`config.mk`:
```
export PLATFORM = sky130hd
export DESIGN_NAME = hazard_ctrl_flat
export DESIGN_NICKNAME = d
export VERILOG_FILES = /design/src/rtl/hazard_pkg.sv /design/src/rtl/hazard_ctrl_if.sv /design/src/rtl/hazard_ctrl_fwd_unit.sv /design/src/rtl/hazard_ctrl.sv /design/src/flat_wrapper.sv
export SDC_FILE = /design/constraint.sdc
export NUM_CORES = 1
export LEC_CHECK = 0
export BUFFER_PORTS_ARGS = -buffer_cell sky130_fd_sc_hd__clkbuf_2
export CAP_MARGIN = 20
export CORE_MARGIN = 8
export CORE_UTILIZATION = 46
export CTS_CLUSTER_SIZE = 40
export DETAILED_ROUTE_END_ITERATION = 10
export PLACE_DENSITY = 0.87
export SETUP_SLACK_MARGIN = 0.05
export SLEW_MARGIN = 30
export SYNTH_ARGS = -nofsm -noshare
export SYNTH_HDL_FRONTEND = slang
export SYNTH_SLANG_ARGS = --single-unit
export TNS_END_PERCENT = 50
```
`constraint.sdc`:
```
create_clock -name i_clk -period 3.1 [get_ports i_clk]
set_clock_uncertainty 0.1 [all_clocks]
set_input_delay 0.775 -clock i_clk [delete_from_list [all_inputs] [get_ports i_clk]]
set_output_delay 0.775 -clock i_clk [all_outputs]
set_load 0.005 [all_outputs]
```
`src/rtl/hazard_pkg.sv`:
```
// Shared encodings for the pipeline hazard controller: FSM states, operand
// forward selects, the bundle of pipeline-register controls and a match helper.
package hazard_pkg;

    localparam logic [1:0] ST_RUN   = 2'd0;
    localparam logic [1:0] ST_DWAIT = 2'd1;
    localparam logic [1:0] ST_DROP  = 2'd2;

    localparam logic [1:0] FWD_RF  = 2'b00;
    localparam logic [1:0] FWD_MEM = 2'b01;
    localparam logic [1:0] FWD_WB  = 2'b10;

    typedef struct packed {
        logic pc_en;
        logic if_id_en;
        logic id_ex_en;
        logic ex_mem_en;
        logic mem_wb_en;
        logic if_id_flush;
        logic id_ex_flush;
        logic ex_mem_flush;
        logic mem_wb_flush;
    } pipe_ctl_t;

    localparam pipe_ctl_t CTL_NORMAL = 9'b1_1111_0000;
    localparam pipe_ctl_t CTL_RESET  = 9'b0_0000_1111;

    // A source depends on a producer only if it is read, written and not x0.
    function automatic logic src_hit(input logic [4:0] src, input logic used,
                                     input logic [4:0] rd, input logic we);
        return used && we && (src != 5'd0) && (src == rd);
    endfunction

endpackage

```
`src/rtl/hazard_ctrl_if.sv`:
```
// Signal bundle between the pipeline datapath (master) and the hazard
// controller (slave); the controller's FSM state is exposed for observation.
interface hazard_ctrl_if #(parameter int CNT_W = 32);

    // i_imem_ready / i_dmem_ready act as ready: a fetch or data access
    // completes in exactly the cycle its ready is high; there is no separate
    // valid, the request is implied by the PC (imem) or by i_mem_dmem_access.
    logic [4:0]       i_id_rs1_addr;
    logic [4:0]       i_id_rs2_addr;
    logic             i_id_rs1_used;
    logic             i_id_rs2_used;
    logic [4:0]       i_ex_rs1_addr;
    logic [4:0]       i_ex_rs2_addr;
    logic [4:0]       i_ex_rd_addr;
    logic             i_ex_reg_write;
    logic             i_ex_mem_to_reg;
    logic [4:0]       i_mem_rd_addr;
    logic             i_mem_reg_write;
    logic [4:0]       i_wb_rd_addr;
    logic             i_wb_reg_write;
    logic             i_ex_redirect;
    logic             i_imem_ready;
    logic             i_mem_dmem_access;
    logic             i_dmem_ready;
    logic             o_pc_en;
    logic             o_if_id_en;
    logic             o_id_ex_en;
    logic             o_ex_mem_en;
    logic             o_mem_wb_en;
    logic             o_if_id_flush;
    logic             o_id_ex_flush;
    logic             o_ex_mem_flush;
    logic             o_mem_wb_flush;
    logic [1:0]       o_fwd_a;
    logic [1:0]       o_fwd_b;
    logic [CNT_W-1:0] o_stall_cnt;
    logic [1:0]       o_dbg_state;

    modport master (
        output i_id_rs1_addr, i_id_rs2_addr, i_id_rs1_used, i_id_rs2_used,
               i_ex_rs1_addr, i_ex_rs2_addr, i_ex_rd_addr, i_ex_reg_write,
               i_ex_mem_to_reg, i_mem_rd_addr, i_mem_reg_write, i_wb_rd_addr,
               i_wb_reg_write, i_ex_redirect, i_imem_ready, i_mem_dmem_access,
               i_dmem_ready,
        input  o_pc_en, o_if_id_en, o_id_ex_en, o_ex_mem_en, o_mem_wb_en,
               o_if_id_flush, o_id_ex_flush, o_ex_mem_flush, o_mem_wb_flush,
               o_fwd_a, o_fwd_b, o_stall_cnt, o_dbg_state
    );

    modport slave (
        input  i_id_rs1_addr, i_id_rs2_addr, i_id_rs1_used, i_id_rs2_used,
               i_ex_rs1_addr, i_ex_rs2_addr, i_ex_rd_addr, i_ex_reg_write,
               i_ex_mem_to_reg, i_mem_rd_addr, i_mem_reg_write, i_wb_rd_addr,
               i_wb_reg_write, i_ex_redirect, i_imem_ready, i_mem_dmem_access,
               i_dmem_ready,
        output o_pc_en, o_if_id_en, o_id_ex_en, o_ex_mem_en, o_mem_wb_en,
               o_if_id_flush, o_id_ex_flush, o_ex_mem_flush, o_mem_wb_flush,
               o_fwd_a, o_fwd_b, o_stall_cnt, o_dbg_state
    );

endinterface

```
`src/rtl/hazard_ctrl_fwd_unit.sv`:
```
// Operand bypass select for one EX source: the younger MEM producer wins over
// WB, and x0 is never bypassed.
module fwd_unit
    import hazard_pkg::*;
(
    input  logic [4:0] i_src,
    input  logic [4:0] i_mem_rd,
    input  logic       i_mem_we,
    input  logic [4:0] i_wb_rd,
    input  logic       i_wb_we,
    output logic [1:0] o_sel
);

    always_comb begin
        o_sel = FWD_RF;
        if (src_hit(i_src, 1'b1, i_mem_rd, i_mem_we)) begin
            o_sel = FWD_MEM;
        end else if (src_hit(i_src, 1'b1, i_wb_rd, i_wb_we)) begin
            o_sel = FWD_WB;
        end
    end

endmodule

```
`src/rtl/hazard_ctrl.sv`:
```
// Stall/flush/forward controller for the 5-stage pipeline: memory-wait and
// stale-fetch FSM, load-use/RAW stalls, redirect flushes and a stall counter.
module hazard_ctrl
    import hazard_pkg::*;
#(
    parameter int CNT_W  = 32,
    parameter bit FWD_EN = 1'b1
) (
    input  logic         i_clk,
    input  logic         i_rst_n,
    hazard_ctrl_if.slave bus
);

    logic [1:0]       state_q, state_d;
    logic [CNT_W-1:0] stall_cnt_q, stall_cnt_d;
    logic [1:0]       fwd_a_raw, fwd_b_raw;
    logic             dmem_wait, load_use, raw_stall, id_stall;
    pipe_ctl_t        ctl;

    fwd_unit u_fwd_a (
        .i_src    (bus.i_ex_rs1_addr),
        .i_mem_rd (bus.i_mem_rd_addr),
        .i_mem_we (bus.i_mem_reg_write),
        .i_wb_rd  (bus.i_wb_rd_addr),
        .i_wb_we  (bus.i_wb_reg_write),
        .o_sel    (fwd_a_raw)
    );

    fwd_unit u_fwd_b (
        .i_src    (bus.i_ex_rs2_addr),
        .i_mem_rd (bus.i_mem_rd_addr),
        .i_mem_we (bus.i_mem_reg_write),
        .i_wb_rd  (bus.i_wb_rd_addr),
        .i_wb_we  (bus.i_wb_reg_write),
        .o_sel    (fwd_b_raw)
    );

    always_comb begin
        dmem_wait = bus.i_mem_dmem_access && !bus.i_dmem_ready;
        load_use  = bus.i_ex_mem_to_reg &&
                    (src_hit(bus.i_id_rs1_addr, bus.i_id_rs1_used, bus.i_ex_rd_addr, 1'b1) ||
                     src_hit(bus.i_id_rs2_addr, bus.i_id_rs2_used, bus.i_ex_rd_addr, 1'b1));
        // Without bypass paths any in-flight EX/MEM producer must drain first;
        // WB is safe because the regfile writes through to its read ports.
        raw_stall = !FWD_EN &&
                    (src_hit(bus.i_id_rs1_addr, bus.i_id_rs1_used, bus.i_ex_rd_addr,  bus.i_ex_reg_write)  ||
                     src_hit(bus.i_id_rs2_addr, bus.i_id_rs2_used, bus.i_ex_rd_addr,  bus.i_ex_reg_write)  ||
                     src_hit(bus.i_id_rs1_addr, bus.i_id_rs1_used, bus.i_mem_rd_addr, bus.i_mem_reg_write) ||
                     src_hit(bus.i_id_rs2_addr, bus.i_id_rs2_used, bus.i_mem_rd_addr, bus.i_mem_reg_write));
        id_stall  = load_use || raw_stall;
    end

    always_comb begin
        ctl     = CTL_NORMAL;
        state_d = state_q;
        case (state_q)
            ST_DROP: begin
                // PC already holds the redirect target; swallow the old fetch.
                ctl.pc_en       = 1'b0;
                ctl.if_id_flush = 1'b1;
                if (dmem_wait) begin
                    ctl.id_ex_en     = 1'b0;
                    ctl.ex_mem_en    = 1'b0;
                    ctl.mem_wb_flush = 1'b1;
                end
                if (bus.i_imem_ready) begin
                    state_d = ST_RUN;
                end
            end
            default: begin
                if (dmem_wait) begin
                    ctl.pc_en        = 1'b0;
                    ctl.if_id_en     = 1'b0;
                    ctl.id_ex_en     = 1'b0;
                    ctl.ex_mem_en    = 1'b0;
                    ctl.mem_wb_flush = 1'b1;
                    state_d          = ST_DWAIT;
                end else begin
                    state_d = ST_RUN;
                    if (bus.i_ex_redirect) begin
                        ctl.if_id_flush = 1'b1;
                        ctl.id_ex_flush = 1'b1;
                        if (!bus.i_imem_ready) begin
                            state_d = ST_DROP;
                        end
                    end else if (id_stall) begin
                        ctl.pc_en       = 1'b0;
                        ctl.if_id_en    = 1'b0;
                        ctl.id_ex_flush = 1'b1;
                    end else if (!bus.i_imem_ready) begin
                        ctl.pc_en       = 1'b0;
                        ctl.if_id_flush = 1'b1;
                    end
                end
            end
        endcase
        if (!i_rst_n) begin
            ctl = CTL_RESET;
        end
        stall_cnt_d = stall_cnt_q + CNT_W'(!ctl.pc_en);
    end

    always_ff @(posedge i_clk or negedge i_rst_n) begin
        if (!i_rst_n) begin
            state_q     <= ST_RUN;
            stall_cnt_q <= '0;
        end else begin
            state_q     <= state_d;
            stall_cnt_q <= stall_cnt_d;
        end
    end

    assign bus.o_pc_en        = ctl.pc_en;
    assign bus.o_if_id_en     = ctl.if_id_en;
    assign bus.o_id_ex_en     = ctl.id_ex_en;
    assign bus.o_ex_mem_en    = ctl.ex_mem_en;
    assign bus.o_mem_wb_en    = ctl.mem_wb_en;
    assign bus.o_if_id_flush  = ctl.if_id_flush;
    assign bus.o_id_ex_flush  = ctl.id_ex_flush;
    assign bus.o_ex_mem_flush = ctl.ex_mem_flush;
    assign bus.o_mem_wb_flush = ctl.mem_wb_flush;
    assign bus.o_fwd_a        = (FWD_EN && i_rst_n) ? fwd_a_raw : FWD_RF;
    assign bus.o_fwd_b        = (FWD_EN && i_rst_n) ? fwd_b_raw : FWD_RF;
    assign bus.o_stall_cnt    = stall_cnt_q;
    assign bus.o_dbg_state    = state_q;

endmodule

```
`src/flat_wrapper.sv`:
```
// flat-port wrapper written by rule: the top's interface ports become plain ports
module hazard_ctrl_flat import hazard_pkg::*;
#(
    parameter int CNT_W  = 32,
    parameter bit FWD_EN = 1'b1
)
  (i_clk, i_rst_n, bus_i_id_rs1_addr, bus_i_id_rs2_addr, bus_i_id_rs1_used, bus_i_id_rs2_used, bus_i_ex_rs1_addr, bus_i_ex_rs2_addr, bus_i_ex_rd_addr, bus_i_ex_reg_write, bus_i_ex_mem_to_reg, bus_i_mem_rd_addr, bus_i_mem_reg_write, bus_i_wb_rd_addr, bus_i_wb_reg_write, bus_i_ex_redirect, bus_i_imem_ready, bus_i_mem_dmem_access, bus_i_dmem_ready, bus_o_pc_en, bus_o_if_id_en, bus_o_id_ex_en, bus_o_ex_mem_en, bus_o_mem_wb_en, bus_o_if_id_flush, bus_o_id_ex_flush, bus_o_ex_mem_flush, bus_o_mem_wb_flush, bus_o_fwd_a, bus_o_fwd_b, bus_o_stall_cnt, bus_o_dbg_state);
  hazard_ctrl_if #(.CNT_W(CNT_W)) bus_i ();
  input  logic i_clk;
  input  logic i_rst_n;
  input wire logic [$bits(bus_i.i_id_rs1_addr)-1:0] bus_i_id_rs1_addr;
  input wire logic [$bits(bus_i.i_id_rs2_addr)-1:0] bus_i_id_rs2_addr;
  input wire logic [$bits(bus_i.i_id_rs1_used)-1:0] bus_i_id_rs1_used;
  input wire logic [$bits(bus_i.i_id_rs2_used)-1:0] bus_i_id_rs2_used;
  input wire logic [$bits(bus_i.i_ex_rs1_addr)-1:0] bus_i_ex_rs1_addr;
  input wire logic [$bits(bus_i.i_ex_rs2_addr)-1:0] bus_i_ex_rs2_addr;
  input wire logic [$bits(bus_i.i_ex_rd_addr)-1:0] bus_i_ex_rd_addr;
  input wire logic [$bits(bus_i.i_ex_reg_write)-1:0] bus_i_ex_reg_write;
  input wire logic [$bits(bus_i.i_ex_mem_to_reg)-1:0] bus_i_ex_mem_to_reg;
  input wire logic [$bits(bus_i.i_mem_rd_addr)-1:0] bus_i_mem_rd_addr;
  input wire logic [$bits(bus_i.i_mem_reg_write)-1:0] bus_i_mem_reg_write;
  input wire logic [$bits(bus_i.i_wb_rd_addr)-1:0] bus_i_wb_rd_addr;
  input wire logic [$bits(bus_i.i_wb_reg_write)-1:0] bus_i_wb_reg_write;
  input wire logic [$bits(bus_i.i_ex_redirect)-1:0] bus_i_ex_redirect;
  input wire logic [$bits(bus_i.i_imem_ready)-1:0] bus_i_imem_ready;
  input wire logic [$bits(bus_i.i_mem_dmem_access)-1:0] bus_i_mem_dmem_access;
  input wire logic [$bits(bus_i.i_dmem_ready)-1:0] bus_i_dmem_ready;
  output wire logic [$bits(bus_i.o_pc_en)-1:0] bus_o_pc_en;
  output wire logic [$bits(bus_i.o_if_id_en)-1:0] bus_o_if_id_en;
  output wire logic [$bits(bus_i.o_id_ex_en)-1:0] bus_o_id_ex_en;
  output wire logic [$bits(bus_i.o_ex_mem_en)-1:0] bus_o_ex_mem_en;
  output wire logic [$bits(bus_i.o_mem_wb_en)-1:0] bus_o_mem_wb_en;
  output wire logic [$bits(bus_i.o_if_id_flush)-1:0] bus_o_if_id_flush;
  output wire logic [$bits(bus_i.o_id_ex_flush)-1:0] bus_o_id_ex_flush;
  output wire logic [$bits(bus_i.o_ex_mem_flush)-1:0] bus_o_ex_mem_flush;
  output wire logic [$bits(bus_i.o_mem_wb_flush)-1:0] bus_o_mem_wb_flush;
  output wire logic [$bits(bus_i.o_fwd_a)-1:0] bus_o_fwd_a;
  output wire logic [$bits(bus_i.o_fwd_b)-1:0] bus_o_fwd_b;
  output wire logic [$bits(bus_i.o_stall_cnt)-1:0] bus_o_stall_cnt;
  output wire logic [$bits(bus_i.o_dbg_state)-1:0] bus_o_dbg_state;
  assign bus_i.i_id_rs1_addr = bus_i_id_rs1_addr;
  assign bus_i.i_id_rs2_addr = bus_i_id_rs2_addr;
  assign bus_i.i_id_rs1_used = bus_i_id_rs1_used;
  assign bus_i.i_id_rs2_used = bus_i_id_rs2_used;
  assign bus_i.i_ex_rs1_addr = bus_i_ex_rs1_addr;
  assign bus_i.i_ex_rs2_addr = bus_i_ex_rs2_addr;
  assign bus_i.i_ex_rd_addr = bus_i_ex_rd_addr;
  assign bus_i.i_ex_reg_write = bus_i_ex_reg_write;
  assign bus_i.i_ex_mem_to_reg = bus_i_ex_mem_to_reg;
  assign bus_i.i_mem_rd_addr = bus_i_mem_rd_addr;
  assign bus_i.i_mem_reg_write = bus_i_mem_reg_write;
  assign bus_i.i_wb_rd_addr = bus_i_wb_rd_addr;
  assign bus_i.i_wb_reg_write = bus_i_wb_reg_write;
  assign bus_i.i_ex_redirect = bus_i_ex_redirect;
  assign bus_i.i_imem_ready = bus_i_imem_ready;
  assign bus_i.i_mem_dmem_access = bus_i_mem_dmem_access;
  assign bus_i.i_dmem_ready = bus_i_dmem_ready;
  assign bus_o_pc_en = bus_i.o_pc_en;
  assign bus_o_if_id_en = bus_i.o_if_id_en;
  assign bus_o_id_ex_en = bus_i.o_id_ex_en;
  assign bus_o_ex_mem_en = bus_i.o_ex_mem_en;
  assign bus_o_mem_wb_en = bus_i.o_mem_wb_en;
  assign bus_o_if_id_flush = bus_i.o_if_id_flush;
  assign bus_o_id_ex_flush = bus_i.o_id_ex_flush;
  assign bus_o_ex_mem_flush = bus_i.o_ex_mem_flush;
  assign bus_o_mem_wb_flush = bus_i.o_mem_wb_flush;
  assign bus_o_fwd_a = bus_i.o_fwd_a;
  assign bus_o_fwd_b = bus_i.o_fwd_b;
  assign bus_o_stall_cnt = bus_i.o_stall_cnt;
  assign bus_o_dbg_state = bus_i.o_dbg_state;
  hazard_ctrl #(.CNT_W(CNT_W), .FWD_EN(FWD_EN)) u_core (.i_clk(i_clk), .i_rst_n(i_rst_n), .bus(bus_i));
endmodule
```
=== After elaboration in Yosys (flattened, before gate mapping) ===
Index checks and enable logic that the tools add are counted.

* Flip-flop bits (word level): 34
* Bits of input ports: 47

* Add/sub/neg operators: 1
* Equality and inequality tests: 8
* Multiplexer cells: 28
* Reduce and logical (&&, ||, !) cells: 21

{| class="wikitable"
|+ Operator list
! operator !! number
|-
| $add A32 B1 Y32 || 1
|-
| $mux W2 || 16
|-
| $eq A5 B5 Y1 || 6
|-
| $reduce_bool A5 Y1 || 4
|-
| $logic_and A1 B1 Y1 || 14
|-
| $mux W1 || 11
|-
| $mux W9 || 1
|-
| $eq A2 B2 Y1 const B || 1
|-
| $logic_not A1 Y1 || 2
|-
| $ne A2 B2 Y1 const B || 1
|-
| $logic_or A1 B1 Y1 || 1
|}

=== Longest topological paths before layout ===
* Depth after elaboration: 12
* Gate-level depth with buffers: 12
* Gate-level depth less buffers: 12

=== Modules after synthesis ===
From an unflattened synthesis, not the netlist that was laid out.

* Cell total of the unflattened synthesis: 205
* Area total of the unflattened synthesis: 2062.0 um^2

{| class="wikitable"
|+ Modules (own cells, without submodules)
! module !! instances !! cells each !! area an instance (um^2)
|-
| hazard_ctrl || 1 || 169 || 1784.2
|-
| fwd_unit || 2 || 18 || 138.9
|}

=== Worst setup path before layout ===
OpenSTA, ideal clock, no wires.

* Path kind: input-to-reg
* From: in bus_i_id_rs1_addr[0]
* To: reg u_core.stall_cnt_q[18], in the netlist u_core.bus.o_stall_cnt[18]
* Setup time: 0.123 ns
* Arrival: 2.943 ns
* Setup slack: -0.067 ns
* Stages on the path: 11
* Cell sequence: xor2_1 > a2111oi_0 > a22o_1 > o21a_1 > ha_1 > ha_1 > nand4_2 > nor4_4 > nand4_2 > or2_1 > xnor2_1

* Word-level cells in the longest chain between the ends: 12

{| class="wikitable"
|+ Ends and longest elaborated chain
! what !! RTL line !! source
|-
| from (decl) || flat_wrapper.sv:11 || <nowiki>input wire logic [$bits(bus_i.i_id_rs1_addr)-1:0] bus_i_id_rs1_addr;</nowiki>
|-
| $reduce_bool A5 Y1 || hazard_pkg.sv:31 || <nowiki>return used && we && (src != 5'd0) && (src == rd);</nowiki>
|-
| $logic_and A1 B1 Y1 || hazard_pkg.sv:31 ||
|-
| $logic_and A1 B1 Y1 * || hazard_pkg.sv:31 ||
|-
| $logic_or A1 B1 Y1 * || hazard_ctrl.sv:41 || <nowiki>(src_hit(bus.i_id_rs1_addr, bus.i_id_rs1_used, bus.i_ex_rd_addr, 1'b1) ||</nowiki>
|-
| $logic_and A1 B1 Y1 * || hazard_ctrl.sv:40 || <nowiki>load_use = bus.i_ex_mem_to_reg &&</nowiki>
|-
| $mux W1 * || hazard_ctrl.sv:86 || <nowiki>end else if (id_stall) begin</nowiki>
|-
| $mux W2 * || hazard_ctrl.sv:80 || <nowiki>if (bus.i_ex_redirect) begin</nowiki>
|-
| $mux W2 * || hazard_ctrl.sv:71 || <nowiki>if (dmem_wait) begin</nowiki>
|-
| $mux W1 * || hazard_ctrl.sv:56 || <nowiki>case (state_q)</nowiki>
|-
| $mux W9 * || hazard_ctrl.sv:97 || <nowiki>if (!i_rst_n) begin</nowiki>
|-
| $logic_not A1 Y1 * || hazard_ctrl.sv:100 || <nowiki>stall_cnt_d = stall_cnt_q + CNT_W'(!ctl.pc_en);</nowiki>
|-
| $add A32 B1 Y32 * || hazard_ctrl.sv:100 ||
|-
| named net u_core.stall_cnt_d[18] || hazard_ctrl.sv:15 || <nowiki>logic [CNT_W-1:0] stall_cnt_q, stall_cnt_d;</nowiki>
|-
| to (signal assigned) || hazard_ctrl.sv:109 || <nowiki>stall_cnt_q <= stall_cnt_d;</nowiki>
|-
| to (decl) || hazard_ctrl.sv:15 ||
|}

The timed path passes the listed nets; every way through them passes the cells marked *.
A chain may end at the register's enable or synchronous reset.

=== Worst setup path after layout ===
* From: in bus_i_id_rs1_addr[2]
* To: reg u_core.stall_cnt_q[30], in the netlist u_core.bus.o_stall_cnt[30]

The elaborated chain is that of the path after synthesis.

==> results.md <==
* Data required time at the worst endpoint at about 3.2 ns
* Clock Sinks at 34
* Seq/Total Area, Yosys at a little over two fifths
* Final Hold Viols at 0
* HP Start: u_core.bus.o_stall_cnt[31]$_DFF_PN0_
* Die area at 6670 um2
* Post-synthesis compound-gate area fraction at 4.85%
* Post-DP HPWL at 4320 um
* WS Path Type: input pin to flop
* Tmin final at 3.00 ns
* Yosys warning total at 0
* CP arrival at 3.07 ns
* WL final at 5490 um
* Slowest CP cell: a2111oi_1
* Core ar. at 4260 um2
* Reg2Reg Depth at 11
* Synth Instances at about 200
* Die width at 81.7 um
* Internal power at 0.00100 W
* Initial Utilization at 46.5%
* Die height at 81.7 um
* Combinational power share at a little under a quarter
* Relative slew margins at 68.7%
* Syn_nets at between 200 and 300
* Port Buf Inserts at between 90 and 100
* Largest family of logic cells by synthesized area: XOR/XNOR gates
* Flop pwr share at 40.9%
* Largest net degree at the start of global routing at 42
* Outcome: completed
* Post-synthesis adder-cell area fraction at 1.26%
* Drt first-iter violations at 60
* CP Max Fanout at 4
* Vias in the first global route at around 1.9k
* Tcrit/Tclk final at 96.7%
* Net switching power at 0.000387 W
* Clock Pin Slew Worst Setup and Hold Paths at 0.07 ns
* Initial antenna violation count at 0
* Clock Tree Buf Depth at 2
* Yosys reg bits at 34
* Most common cell after layout, fill and taps aside: clkbuf_2
* Post-synth cell types at 35
* Post-Synth XOR/XNOR Area at approximately 25%
* Pwr per Cell Area at approximately 500 nW/um2
* FILL cells at 319
* Global routing usage summed across all routing layers at 16.4%
* P&R area growth vs syn at 44.4%
* GPL Wtd Cong at 0.938
* Hold Path Sink: u_core.bus.o_stall_cnt[31]$_DFF_PN0_
* I/O pin total at 94
* RR Startpoint: u_core.bus.o_dbg_state[1]$_DFFE_PN0P_
* Leakage power at 1.42 nW
* Fmax at 0.334 GHz
* ANT cells at 0
* Final Total Pwr at approximately 0.0014 W
* Num CTS Buffers at 5
* Worst Hold Depth at 1
* Final Core Density at 67.2%
* Setup Total Neg Slack at 0 ns
* Max cap viols at 0
* # DRC at 0
* First-pass GRT wire length at 8650 um
* Final #Nets at about 360
* CTS tree: done
* Final slew viol count at 0
* Post-DRT Antenna Nets at 0
* Worst skew pair latency at 0.29 ns
* Simple logic cell fraction of the synthesized area at 24.4%
* Most frequent cells in the layout: clkbuf_2 (90), xnor2_1 (37), dfrtp_1 (34)
* Max VDD drop at 0.220 mV
* Placed cell count at 357
* Clk pwr share at 36.4%
* RSZ-0062 raised after global routing: true
* CTS root buffer: clkbuf_8
* WL/cell at ~15 um
* Setup crit end kind: flop
* R2R Setup Slk at around 0.72 ns
* Post-Syn Area per Cell at 9.87 um2
* Mapped cell area at 1980 um2
* Share of cells above drive strength 1 at 41.6%
* Post-Layout Cell Count at 367
* Row count at 24
* Grt total ovfl at 0
* Post-CTS Hold Fix Bufs at 0
* Via density at 5.27
* Post-synthesis mux area share at 0%
* Pin slew with the least headroom to its limit at 0.468 ns
* Vias at ~1.9k
* CP Cell Sequence: clkbuf_2, xor2_1, a2111oi_1, a22o_1, o21a_1, ha_2, ha_4, nand4_4, nor4_4, and3_4, nand4_1, xnor2_1
* Pre-Repair DR Iteration Count at 4
* CP startpoint kind: input pin
* Reg2Reg Capture Point: u_core.bus.o_stall_cnt[30]$_DFF_PN0_
* H-tree lvl count at 2
* Min-delay worst type: flop to flop
* CP peak stage delay at 0.40 ns
* Sw frac at 27.8%
* Final setup violation count at 0
==> state kept, by name (all words and copies together) (netlist names) <==
register,cells
u_core.bus.o_dbg_state,2
u_core.bus.o_stall_cnt,32
==> worst max-delay path by stage <==
stage	slack, ns	to	start	cells past startpoint
final	0.10	u_core.bus.o_stall_cnt[30]$_DFF_PN0_	bus_i_id_rs1_addr[2]	12
after global routing	0.006	u_core.bus.o_stall_cnt[30]$_DFF_PN0_	bus_i_id_rs1_addr[2]	12
after CTS	-0.02	u_core.bus.o_stall_cnt[30]$_DFF_PN0_	bus_i_id_rs1_addr[4]	13
after detailed placement	-0.33	u_core.bus.o_stall_cnt[30]$_DFF_PN0_	bus_i_ex_rd_addr[4]	13
after global placement	-0.30	u_core.bus.o_stall_cnt[30]$_DFF_PN0_	bus_i_ex_rd_addr[4]	13
after floorplan	0.06	u_core.bus.o_stall_cnt[18]$_DFF_PN0_	bus_i_id_rs1_addr[2]	11
==> timing repair <==
item	in CTS	in global routing
setup endpoints to repair	5	22
gates cloned	0	0
setup buffers	1	1
pin swaps	8	8
resized for setup	9	9
==> power by group through the flow <==
stage          Sequential (W)  Combinational, W  Clock, W
2_1_floorplan        0.000561          0.000123         0
3_3_place_gp         0.000562          0.000272         0
3_5_place_dp         0.000566          0.000282         0
4_1_cts              0.000567          0.000305  0.000517
5_1_grt              0.000578          0.000352  0.000543
6_report             0.000569          0.000316  0.000506
==> routing by layer <==
layer,up-vias,share of wire [%],track usage (%)
met5,-,0,0
met4,0,2.1,6.32
met3,15,10,5.36
met2,98,48,27.9
met1,897,40,18.8
li1,925,-,-
==> synthesized netlist by cell type <==
library cell	instances	share of area (%)
a2111oi_0	1	0.44
a211oi_1	1	0.38
a21oi_1	1	0.25
a221oi_1	1	0.44
a22o_1	1	0.44
and2_1	4	1.3
and3_1	5	1.6
and4_1	2	0.88
buf_4	2	0.76
dfrtp_1	34	43
ha_1	2	1.3
inv_1	6	1.1
nand2_1	23	4.4
nand2b_1	3	0.95
nand3_1	9	2.3
nand3_2	1	0.50
nand4_1	9	2.8
nand4_2	2	1.3
nor2_1	15	2.8
nor2b_1	1	0.32
nor3_1	2	0.50
nor3_2	1	0.50
nor4_1	6	1.9
nor4_4	1	1.1
o2111ai_1	1	0.44
o21a_1	1	0.38
o21ai_0	3	0.76
o221ai_1	1	0.44
o31a_1	1	0.44
o41ai_1	1	0.44
or2_1	1	0.32
or2_2	1	0.32
or4_1	2	0.76
xnor2_1	37	16
xor2_1	19	8.4
==> critical path: cells and delay by family <==
kind	cells	cell delay [ns]
XOR/XNOR	2	0.32
buffers and inverters	1	0.10
AND/OR/NAND/NOR	4	0.77
adder cells (fa/ha/maj)	2	0.34
AO/OA/AOI/OAI	3	0.77
==> kinds of logic (layout without fill, tap and decap cells) <==
kind of cell    Yosys count  count (layout)
fa+ha+maj                 2               2
simple gates             88              88
compound gates           13              13
xor+xnor                 56              56
buf+inv                   8             122
flops                    34              34
==> through the flow <==
stage	setup WS [ns]	hold slack [ns]	instance area, um2
detailed placement	-0.328	0.363	2620
global placement	-0.298	0.361	2620
global route	0.00550	0.400	2870
finish	0.103	0.370	2870
floorplan	0.0567	0.368	1990
CTS	-0.0196	0.377	2810
==> area by class of cell <==
type                            instances  area (um2)  share of cell area, %
Clock inverter                          2        60.1                   2.10
Multi-Input combinational cell        159        1170                   41.0
Sequential cell                        34         851                   29.7
Tap cell                               52        65.1                   2.27
Timing Repair Buffer                  108         609                   21.3
Clock buffer                            6        82.6                   2.88
Inverter                                6        22.5                  0.786
No activity file was read; power rests on OpenSTA's default activity.
